[config.mk]
export PLATFORM = sky130hd
export DESIGN_NAME = compl_mul_pipe_flat
export DESIGN_NICKNAME = d
export VERILOG_FILES = /design/src/rtl/compl_mul_pkg.sv /design/src/rtl/compl_mul_pipe_if.sv /design/src/rtl/compl_mul_pipe_round_sat.sv /design/src/rtl/compl_mul_pipe.sv /design/src/flat_wrapper.sv
export SDC_FILE = /design/constraint.sdc
export NUM_CORES = 2
export LEC_CHECK = 0
export CAP_MARGIN = 20
export CORE_ASPECT_RATIO = 0.6
export CORE_MARGIN = 3
export CORE_UTILIZATION = 57
export CTS_CLUSTER_SIZE = 20
export DETAILED_ROUTE_END_ITERATION = 16
export HOLD_SLACK_MARGIN = 0.06
export PLACE_DENSITY_LB_ADDON = 0.15
export SLEW_MARGIN = 20
export SYNTH_ARGS = -nofsm -noshare
export SYNTH_HDL_FRONTEND = slang
export SYNTH_SLANG_ARGS = --single-unit
[constraint.sdc]
create_clock -name clk_i -period 11.3 [get_ports clk_i]
set_input_delay 2.26 -clock clk_i [delete_from_list [all_inputs] [get_ports clk_i]]
set_output_delay 2.26 -clock clk_i [all_outputs]
set_load 0.02 [all_outputs]
[src/rtl/compl_mul_pkg.sv]
// Shared constants and types for the pipelined complex multiplier.
package compl_mul_pkg;

  localparam int DATA_W_DEF = 18;
  localparam int SHIFT_DEF  = 16;
  localparam int OUT_W_DEF  = 19;
  localparam int CNT_W      = 16;

  typedef enum logic [1:0] {
    RND_FLOOR     = 2'd0,
    RND_HALF_UP   = 2'd1,
    RND_HALF_AWAY = 2'd2,
    RND_CONV      = 2'd3
  } rnd_mode_e;

  // Width of a full-precision sum of two products without loss.
  function automatic int sum_width(input int data_w);
    return 2 * data_w + 1;
  endfunction

endpackage

[src/rtl/compl_mul_pipe_if.sv]
// Sample-in / result-out bundle of the complex multiplier.
interface compl_mul_pipe_if
  import compl_mul_pkg::*;
#(
  parameter int DATA_W = DATA_W_DEF,
  parameter int OUT_W  = OUT_W_DEF
);
  logic [DATA_W-1:0] data_a_i_i;
  logic [DATA_W-1:0] data_a_q_i;
  logic [DATA_W-1:0] data_b_i_i;
  logic [DATA_W-1:0] data_b_q_i;
  logic              valid_i;
  logic              ready_o;
  logic              conj_i;
  logic [1:0]        round_mode_i;
  logic [OUT_W-1:0]  data_i_o;
  logic [OUT_W-1:0]  data_q_o;
  logic              valid_o;
  logic              ready_i;
  logic              ovf_o;
  logic [CNT_W-1:0]  sat_cnt_o;
  logic              clr_i;

  modport slave (
    input  data_a_i_i, data_a_q_i, data_b_i_i, data_b_q_i,
    input  valid_i, conj_i, round_mode_i, ready_i, clr_i,
    output ready_o, data_i_o, data_q_o, valid_o, ovf_o, sat_cnt_o
  );

  modport master (
    output data_a_i_i, data_a_q_i, data_b_i_i, data_b_q_i,
    output valid_i, conj_i, round_mode_i, ready_i, clr_i,
    input  ready_o, data_i_o, data_q_o, valid_o, ovf_o, sat_cnt_o
  );
endinterface

[src/rtl/compl_mul_pipe_round_sat.sv]
// Drops SHIFT LSBs with the selected tie rule, then clamps to OUT_W signed.
module round_sat
  import compl_mul_pkg::*;
#(
  parameter int IN_W  = 37,
  parameter int SHIFT = SHIFT_DEF,
  parameter int OUT_W = OUT_W_DEF
) (
  input  logic signed [IN_W-1:0]  din,
  input  rnd_mode_e               mode,
  output logic signed [OUT_W-1:0] dout,
  output logic                    ovf
);
  localparam int RW = IN_W + 1 - SHIFT;
  localparam logic [IN_W:0] HALF = (IN_W+1)'(1) << (SHIFT - 1);
  localparam logic signed [RW-1:0] MAX_V = {{(RW-OUT_W+1){1'b0}}, {(OUT_W-1){1'b1}}};
  localparam logic signed [RW-1:0] MIN_V = {{(RW-OUT_W+1){1'b1}}, {(OUT_W-1){1'b0}}};

  logic signed [IN_W:0] ext;
  logic signed [IN_W:0] sum;
  logic        [IN_W:0] bias;
  logic signed [RW-1:0] q;

  // Ties are steered by biasing just below or at one half before flooring.
  always_comb begin
    ext  = {din[IN_W-1], din};
    bias = '0;
    case (mode)
      RND_FLOOR:     bias = '0;
      RND_HALF_UP:   bias = HALF;
      RND_HALF_AWAY: bias = din[IN_W-1] ? HALF - (IN_W+1)'(1) : HALF;
      RND_CONV:      bias = HALF - (IN_W+1)'(1) + (IN_W+1)'(din[SHIFT]);
      default:       bias = '0;
    endcase
    sum = ext + $signed(bias);
    q   = sum[IN_W:SHIFT];
  end

  always_comb begin
    ovf  = 1'b0;
    dout = q[OUT_W-1:0];
    if (q > MAX_V) begin
      dout = MAX_V[OUT_W-1:0];
      ovf  = 1'b1;
    end else if (q < MIN_V) begin
      dout = MIN_V[OUT_W-1:0];
      ovf  = 1'b1;
    end
  end
endmodule

[src/rtl/compl_mul_pipe.sv]
// Three-stage complex multiplier (capture, products, add/round/saturate)
// with a single global stall and a saturating overflow counter.
module compl_mul_pipe
  import compl_mul_pkg::*;
#(
  parameter int DATA_W = DATA_W_DEF,
  parameter int SHIFT  = SHIFT_DEF,
  parameter int OUT_W  = OUT_W_DEF
) (
  input  logic             clk_i,
  input  logic             srst_i,
  compl_mul_pipe_if.slave  bus
);
  localparam int PROD_W = 2 * DATA_W;
  localparam int SUM_W  = sum_width(DATA_W);

  logic ce;

  logic                     v1, conj1;
  rnd_mode_e                mode1;
  logic signed [DATA_W-1:0] a_i, a_q, b_i, b_q;

  logic                     v2, conj2;
  rnd_mode_e                mode2;
  logic signed [PROD_W-1:0] p_ii, p_qq, p_iq, p_qi;

  logic signed [SUM_W-1:0]  sum_i, sum_q;
  logic signed [OUT_W-1:0]  r_i, r_q;
  logic                     ovf_i, ovf_q;

  logic                     v3, ovf3;
  logic [OUT_W-1:0]         d_i3, d_q3;
  logic [CNT_W-1:0]         sat_cnt;

  assign ce = !v3 || bus.ready_i;

  always_ff @(posedge clk_i or posedge srst_i) begin
    if (srst_i) begin
      v1    <= 1'b0;
      conj1 <= 1'b0;
      mode1 <= RND_FLOOR;
      a_i   <= '0;
      a_q   <= '0;
      b_i   <= '0;
      b_q   <= '0;
    end else if (ce) begin
      v1    <= bus.valid_i;
      conj1 <= bus.conj_i;
      mode1 <= rnd_mode_e'(bus.round_mode_i);
      a_i   <= bus.data_a_i_i;
      a_q   <= bus.data_a_q_i;
      b_i   <= bus.data_b_i_i;
      b_q   <= bus.data_b_q_i;
    end
  end

  always_ff @(posedge clk_i or posedge srst_i) begin
    if (srst_i) begin
      v2    <= 1'b0;
      conj2 <= 1'b0;
      mode2 <= RND_FLOOR;
      p_ii  <= '0;
      p_qq  <= '0;
      p_iq  <= '0;
      p_qi  <= '0;
    end else if (ce) begin
      v2    <= v1;
      conj2 <= conj1;
      mode2 <= mode1;
      p_ii  <= a_i * b_i;
      p_qq  <= a_q * b_q;
      p_iq  <= a_i * b_q;
      p_qi  <= a_q * b_i;
    end
  end

  // Conjugating B flips the sign of every b_q product.
  always_comb begin
    if (conj2) begin
      sum_i = SUM_W'(p_ii) + SUM_W'(p_qq);
      sum_q = SUM_W'(p_qi) - SUM_W'(p_iq);
    end else begin
      sum_i = SUM_W'(p_ii) - SUM_W'(p_qq);
      sum_q = SUM_W'(p_iq) + SUM_W'(p_qi);
    end
  end

  round_sat #(.IN_W(SUM_W), .SHIFT(SHIFT), .OUT_W(OUT_W)) u_rs_i (
    .din  (sum_i),
    .mode (mode2),
    .dout (r_i),
    .ovf  (ovf_i)
  );

  round_sat #(.IN_W(SUM_W), .SHIFT(SHIFT), .OUT_W(OUT_W)) u_rs_q (
    .din  (sum_q),
    .mode (mode2),
    .dout (r_q),
    .ovf  (ovf_q)
  );

  always_ff @(posedge clk_i or posedge srst_i) begin
    if (srst_i) begin
      v3   <= 1'b0;
      ovf3 <= 1'b0;
      d_i3 <= '0;
      d_q3 <= '0;
    end else if (ce) begin
      v3   <= v2;
      ovf3 <= v2 && (ovf_i || ovf_q);
      d_i3 <= r_i;
      d_q3 <= r_q;
    end
  end

  always_ff @(posedge clk_i or posedge srst_i) begin
    if (srst_i) begin
      sat_cnt <= '0;
    end else if (bus.clr_i) begin
      sat_cnt <= '0;
    end else if (v3 && bus.ready_i && ovf3 && (sat_cnt != {CNT_W{1'b1}})) begin
      sat_cnt <= sat_cnt + CNT_W'(1);
    end
  end

  assign bus.ready_o   = ce;
  assign bus.valid_o   = v3;
  assign bus.ovf_o     = ovf3;
  assign bus.data_i_o  = d_i3;
  assign bus.data_q_o  = d_q3;
  assign bus.sat_cnt_o = sat_cnt;
endmodule

[src/flat_wrapper.sv]
// flat-port wrapper written by rule: the top's interface ports become plain ports
module compl_mul_pipe_flat import compl_mul_pkg::*;
#(
  parameter int DATA_W = DATA_W_DEF,
  parameter int SHIFT  = SHIFT_DEF,
  parameter int OUT_W  = OUT_W_DEF
)
  (clk_i, srst_i, bus_data_a_i_i, bus_data_a_q_i, bus_data_b_i_i, bus_data_b_q_i, bus_valid_i, bus_conj_i, bus_round_mode_i, bus_ready_i, bus_clr_i, bus_ready_o, bus_data_i_o, bus_data_q_o, bus_valid_o, bus_ovf_o, bus_sat_cnt_o);
  compl_mul_pipe_if #(.DATA_W(DATA_W), .OUT_W(OUT_W)) bus_i ();
  input  logic clk_i;
  input  logic srst_i;
  input wire logic [$bits(bus_i.data_a_i_i)-1:0] bus_data_a_i_i;
  input wire logic [$bits(bus_i.data_a_q_i)-1:0] bus_data_a_q_i;
  input wire logic [$bits(bus_i.data_b_i_i)-1:0] bus_data_b_i_i;
  input wire logic [$bits(bus_i.data_b_q_i)-1:0] bus_data_b_q_i;
  input wire logic [$bits(bus_i.valid_i)-1:0] bus_valid_i;
  input wire logic [$bits(bus_i.conj_i)-1:0] bus_conj_i;
  input wire logic [$bits(bus_i.round_mode_i)-1:0] bus_round_mode_i;
  input wire logic [$bits(bus_i.ready_i)-1:0] bus_ready_i;
  input wire logic [$bits(bus_i.clr_i)-1:0] bus_clr_i;
  output wire logic [$bits(bus_i.ready_o)-1:0] bus_ready_o;
  output wire logic [$bits(bus_i.data_i_o)-1:0] bus_data_i_o;
  output wire logic [$bits(bus_i.data_q_o)-1:0] bus_data_q_o;
  output wire logic [$bits(bus_i.valid_o)-1:0] bus_valid_o;
  output wire logic [$bits(bus_i.ovf_o)-1:0] bus_ovf_o;
  output wire logic [$bits(bus_i.sat_cnt_o)-1:0] bus_sat_cnt_o;
  assign bus_i.data_a_i_i = bus_data_a_i_i;
  assign bus_i.data_a_q_i = bus_data_a_q_i;
  assign bus_i.data_b_i_i = bus_data_b_i_i;
  assign bus_i.data_b_q_i = bus_data_b_q_i;
  assign bus_i.valid_i = bus_valid_i;
  assign bus_i.conj_i = bus_conj_i;
  assign bus_i.round_mode_i = bus_round_mode_i;
  assign bus_i.ready_i = bus_ready_i;
  assign bus_i.clr_i = bus_clr_i;
  assign bus_ready_o = bus_i.ready_o;
  assign bus_data_i_o = bus_i.data_i_o;
  assign bus_data_q_o = bus_i.data_q_o;
  assign bus_valid_o = bus_i.valid_o;
  assign bus_ovf_o = bus_i.ovf_o;
  assign bus_sat_cnt_o = bus_i.sat_cnt_o;
  compl_mul_pipe #(.DATA_W(DATA_W), .SHIFT(SHIFT), .OUT_W(OUT_W)) u_core (.clk_i(clk_i), .srst_i(srst_i), .bus(bus_i));
endmodule
======== Word-level counts from Yosys, hierarchy flattened ========
Index checks and enable logic that the tools add are counted.
operators by class
  $add $sub $neg .......................... 9
  multiply operators ...................... 4
  order comparisons ....................... 4
  eq/ne operators ......................... 4
  mux-type cells .......................... 16
  reductions and logical operators ........ 9
operators by type and width
  kind                                                             count
  case mux 38 bit (4 select lines)                                 2
  multiplier 18 x 18 -> 36 bit                                     4
  adder 37 x 38 -> 38 bit                                          2
  2-to-1 mux 19 bit                                                4
  adder 36 x 36 -> 37 bit                                          2
  2-to-1 mux 37 bit                                                2
  subtractor 36 x 36 -> 37 bit                                     2
  2-to-1 mux 16 bit                                                4
  greater-than comparator 22 x 19 -> 1 bit, second input constant  2
  < comparator 22 x 19 -> 1 bit, second input constant             2
  adder 15 x 1 -> 16 bit, first input constant                     2
  adder 16 x 1 -> 16 bit, second input constant                    1
  inequality test 16 bit, second input constant                    1
  equality test 2 bit, second input constant                       2
  logical AND 1 bit                                                4
  2-to-1 mux 1 bit                                                 4
  equality test 2 x 1 -> 1 bit, second input constant              1
  logical NOT 2 bit                                                1
  logical OR 1 bit                                                 2
  nonzero test 2 bit                                               1
  logical NOT 1 bit                                                1
storage, ports and cells
  bits in registers ....................... 280
  output and inout bits ................... 57
  word-level logic and storage cells ...... 65

======== Depth between registers and ports, before layout ========
  depth after elaboration ................. 10
  depth in mapped cells ................... 36
  mapped depth without buffers ............ 35

======== Hierarchy ========
From an unflattened synthesis, not the netlist that was laid out.
unflattened totals
  cells, all modules ...................... 7,529
  area, all modules ....................... 66,293.6 um^2
modules (own cells, without submodules)
  module          times used  cells each  area an instance (um^2)
  compl_mul_pipe  1           7,193       63,918.8
  round_sat       2           168         1,187.4

======== Worst setup path after synthesis ========
OpenSTA, ideal clock, no wires.
  path type ............................... register to register
  start ................................... register u_core.p_iq[2]
  end ..................................... register u_core.d_q3[0] (netlist: u_core.bus.data_q_o[0])
  library setup time ...................... 119 ps
  arrival time ............................ 7,097 ps
  required time ........................... 11,181 ps
  path slack .............................. 4,084 ps
  stages on the path, launching flop included .. 31
  path buffers ............................ 1
  clock period less this slack ............ 7,216 ps
  path through ............................ dfrtp_1 -> or3_1 -> or4_1 -> nor4_1 -> nand2b_1 -> nor4_1 -> nor2b_1 -> a21oi_1 -> xnor2_1 -> ha_1 -> a21o_1 -> a21o_1 -> a221o_1 -> nor3b_1 -> a221oi_1 -> nand2_1 -> nor2_1 -> ha_1 -> a21o_1 -> a21oi_1 -> nor2b_1 -> o21ai_0 -> nand2b_1 -> a21oi_1 -> o21ai_0 -> o31ai_4 -> and4bb_2 -> a31oi_1 -> buf_2 -> o211ai_1 -> o21a_1
between the ends
  word-level cells in the longest chain between the ends .. 8
  elaborated cells on any way between the ends .. 11
  those cells by class .................... add/sub (4); order compare (2); mux (5)
RTL lines
  element                                                                         RTL line                                                        source
  start, declared                                                                 compl_mul_pipe.sv:25                                            logic signed [PROD_W-1:0] p_ii, p_qq, p_iq, p_qi;
  start signal, assigned                                                          compl_mul_pipe.sv:72                                            p_iq <= a_i * b_q;
  adder 36 x 36 -> 37 bit / subtractor 36 x 36 -> 37 bit (equally long branches)  compl_mul_pipe.sv:84, compl_mul_pipe.sv:81
  2-to-1 mux 37 bit (*)                                                           compl_mul_pipe.sv:79                                            if (conj2) begin
  adder 15 x 1 -> 16 bit / 2-to-1 mux 16 bit (equally long branches)              compl_mul_pipe_round_sat.sv:32, compl_mul_pipe_round_sat.sv:31
  case mux 38 bit (4 select lines)                                                compl_mul_pipe_round_sat.sv:28                                  case (mode)
  adder 37 x 38 -> 38 bit (*)                                                     compl_mul_pipe_round_sat.sv:35                                  sum = ext + $signed(bias);
  < comparator 22 x 19 -> 1 bit                                                   compl_mul_pipe_round_sat.sv:45                                  end else if (q < MIN_V) begin
  2-to-1 mux 19 bit                                                               compl_mul_pipe_round_sat.sv:45
  2-to-1 mux 19 bit (*)                                                           compl_mul_pipe_round_sat.sv:42                                  if (q > MAX_V) begin
  end signal, assigned                                                            compl_mul_pipe.sv:112                                           d_q3 <= r_q;
  end, declared                                                                   compl_mul_pipe.sv:32                                            logic [OUT_W-1:0] d_i3, d_q3;
Every way passes the cells marked *; elsewhere a longest branch is shown, timed or not. The select of a mux whose other input is x is not followed.
A chain may end at the register's enable or synchronous reset.

======== Final worst setup path ========
  start ................................... register u_core.p_iq[2]
  end ..................................... register u_core.d_q3[12] (netlist: u_core.bus.data_q_o[12])
The elaborated chain is that of the path after synthesis.

==> results.txt <==
- Gates resized during post-CTS repair numbered 0.
- Slew at the pin closest to its max-slew limit: ~1.1 ns
- CP Capture Type: flip-flop
- Final sum of negative setup slack: 0 ns
- Counting along the longest clock path gives a buffer depth of 3.
- Layout Nets: just over 9000
- Mapped Cells: between 7000 and 8000
- Number of buffers created by CTS: 36
- The hold violation total from the final report came to 0.
* Count of maximum capacitance violations: 0
- Insertion delay of the later-clocked pin in the worst-skew pair: slightly above 0.6 ns
- After detailed routing, the number of vias per cell comes to approximately 5.7.
* Remaining global-route overflow: 0
* Worst relative slew slack: a little under a quarter
* Number of antenna violations at the first check in global routing: 9
- The worst hold path begins at u_core.a_i[13].
* Number of synthesis warnings: 0
- The number of global-route vias before repair was ~51000.
- The floorplan step defined a core boundary enclosing 113000 µm².
- In this run the tool buffered the top-level ports with roughly 140 buffer cells.
- Data arrival time of the critical path: 9.89 ns
- Cell type with the largest total area after synthesis: fa_1
- Number of post-CTS setup repair buffers: 0
- IO Count: approximately 140
- Antenna Nets Post-Route: 0
- Synthesis inferred 280 register bits.
* Cell area after layout: 69000 µm²
* Placer congestion estimate: just over 0.9
* Library cell with the highest instance count after synthesis: inv_1
- Sort of element at the start of the critical path: flip-flop
- Syn-to-layout area delta: 5.94%
- For this run, the top clock speed supported by timing is about 110 MHz.
- The number of hold buffers added after CTS was 0.
- Root Driver: clkbuf_16
* Post-synthesis net count: between 9000 and 10000
* Detailed router's first-iteration violation count: around 4100
* Data required time at the worst endpoint: between 10 and 15 ns
- Post-detail-place hpwl: between 100000 and 150000 µm
- Setup repair after global routing left no endpoint under its margin.
- The detailed router placed between 40000 and 50000 vias in this run.
* Post-synth top cells: inv_1 (1354), fa_1 (1318), nand2_1 (1251)
- Of the cells placed in the final design, the portion with a size suffix greater than 1 is just under 3%.
- The worst path in the final design needs a cycle of 9.40 ns, including I/O delays and setup.
- For the worst flop-to-flop path, the logic depth is 30.
- On the critical path the largest part of the delay comes from simple AND/OR/NAND/NOR gates.
- Sorting the synthesized cells by area gives the leading types as fa_1 (41%), dfrtp_1 (11%), ha_1 (9.2%).
* Total Die Area: ~120000 µm²
- The die is between 200 and 300 µm tall.
* Placed cell area: 67700 µm²
- Clock slew at reported path FFs: roughly 0.070 ns
* H-tree lvl count: 2
- For hold timing, the worst endpoint is u_core.a_i[13].
* Area share of the largest cell type after synthesis: between 40% and 50%
- The worst hold path belongs to the class flip-flop to flip-flop.
- Largest net degree at the start of global routing: 98
* Critical Path Slowest Stage Cell: nor2_1
- Worst reg2reg startpoint: u_core.p_iq[2]
- Counting distinct cell types in the post-synthesis netlist gives between 80 and 90.
* Synthesized area per cell: 8.86 µm²
- Hold timing on the final database bottoms out at a slack of ~0.47 ns.
* Result of the run: complete, no violations
- In this run the worst path has a maximum fanout of 14.
- The first global-routing pass estimated approximately 300000 µm of wire.
- Netlist area before placement: between 60000 and 70000 µm²
- Worst hold path stage count: 2
- Clock skew after layout: approximately 0.026 ns
* Initial Utilization: just under 60%
* Largest stage delay on the critical path: about 0.8 ns
- The setup check on the worst reg-to-reg path leaves a slack of 1.90 ns.
- In the synthesized netlist the dominant register cell turns out to be dfrtp_1.
- Of all flip-flops after synthesis, the portion carrying an async set or reset was between 90% and 100%.
- Counting every sink on the clock net gives 280.
- Dividing the detail-routed wire length by the instance count gives ~21 µm.
* Pre-antenna DRT Iters: 8
* Final setup violating endpoints: 0
* Final Slew Violations: 0
- Number of flops mapped to enable cells by yosys: 0
* Total detailed-routing wirelength: about 180000 µm
- Count of standard-cell rows: 95
* Final period utilization: between 80% and 90%
- TritonCTS built the clock tree.
- Sequential share of the synthesized area: between 10% and 20%
- The worst register-to-register path ends at u_core.bus.data_q_o[12].
* Remaining DRCs: 0
* Die X: about 440 µm
- CP Class: flip-flop to flip-flop
- For this run, the total global-route usage over all layers was measured as a little under a third.
- The number of buffers and inverters on the critical path is 1.
[how the worst max path moves through the flow]
stage / start / endpoint / cells after the start
6_report: u_core.p_iq[2] / u_core.bus.data_q_o[12] / 30
5_1_grt: u_core.p_iq[2] / u_core.bus.data_q_o[13] / 29
4_1_cts: u_core.p_iq[2] / u_core.bus.data_q_o[12] / 30
3_5_place_dp: u_core.p_iq[2] / u_core.bus.data_q_o[12] / 30
3_3_place_gp: u_core.p_iq[2] / u_core.bus.data_q_o[16] / 30
2_1_floorplan: srst_i / u_core.a_i[0] / 1
[layer usage]
metal	vias up	share of wire, %	track usage (%)
met4	4	3.7	10.2
met5	-	0.013	0
met1	25200	44	47.7
met2	1978	42	45.7
met3	257	10	7.26
li1	22200	-	-
[logic make-up after synthesis]
| group | share of synthesized area [%] |
|---|---|
| simple gates | 17.6 |
| fa+ha+maj | 49.7 |
| buf+inv | 9.97 |
| compound gates | 7.65 |
| xor+xnor | 4.10 |
| flops | 10.8 |
| mux | 0.190 |
[worst reg2reg max path, delay by kind of cell (launching register included)]
family,cells,cell delay [ns]
simple gates,13,4.41
compound gates,13,3.29
buf+inv,1,0.23
flops,1,0.43
fa+ha+maj,2,0.77
xor+xnor,1,0.15
[flip-flops by register name (all words and copies together), names as in the netlist]
name,count
u_core.p_qi,36
u_core.mode1,2
u_core.b_i,18
u_core.v2,1
u_core.bus.data_q_o,19
u_core.bus.sat_cnt_o,16
u_core.b_q,18
u_core.p_ii,36
u_core.mode2,2
u_core.a_q,18
u_core.p_qq,36
u_core.bus.data_i_o,19
u_core.conj1,1
u_core.bus.valid_o,1
u_core.v1,1
u_core.bus.ovf_o,1
u_core.p_iq,36
u_core.a_i,18
u_core.conj2,1
[cell usage in the layout, fill, tap and decap left out, types with 34 or more instances in the layout]
cell type,Yosys,routed
a211oi_1,35,35
a21o_1,86,86
a21oi_1,245,245
a31oi_1,34,34
and2_1,474,474
buf_4,0,92
clkbuf_16,0,36
clkdlybuf4s50_1,0,136
dfrtp_1,280,268
fa_1,1318,1318
ha_1,478,478
inv_1,1354,1353
nand2_1,1251,1251
nand2b_1,120,120
nand3_1,56,56
nor2_1,284,284
nor2b_1,36,35
nor3_1,65,65
o21a_1,36,36
o21ai_0,180,180
xnor2_1,189,189
xor2_1,116,116
[metrics by stage]
step	worst slack [ns]	utilization (%)	cells
6_report	1.90	61.2	8779
4_1_cts	2.08	61.2	8777
2_1_floorplan	1.32	-	7349
5_1_grt	1.26	61.2	8777
3_5_place_dp	2.15	60.1	8712
3_3_place_gp	2.34	60.1	8712
[layout make-up]
cell class                 instances  area [µm²]
fill                            9882       43700
clock buffer                      45        1000
tap                             1503        1880
sequential                       280        7020
antenna                            2        5.00
inverter                        1355        5100
multi-input combinational       5345       51600
timing repair buffer             229        2070
clock inverter                    20         269
Power is not shown: default switching activity piles up to over one toggle a cycle in this logic, so the estimate is an artifact.
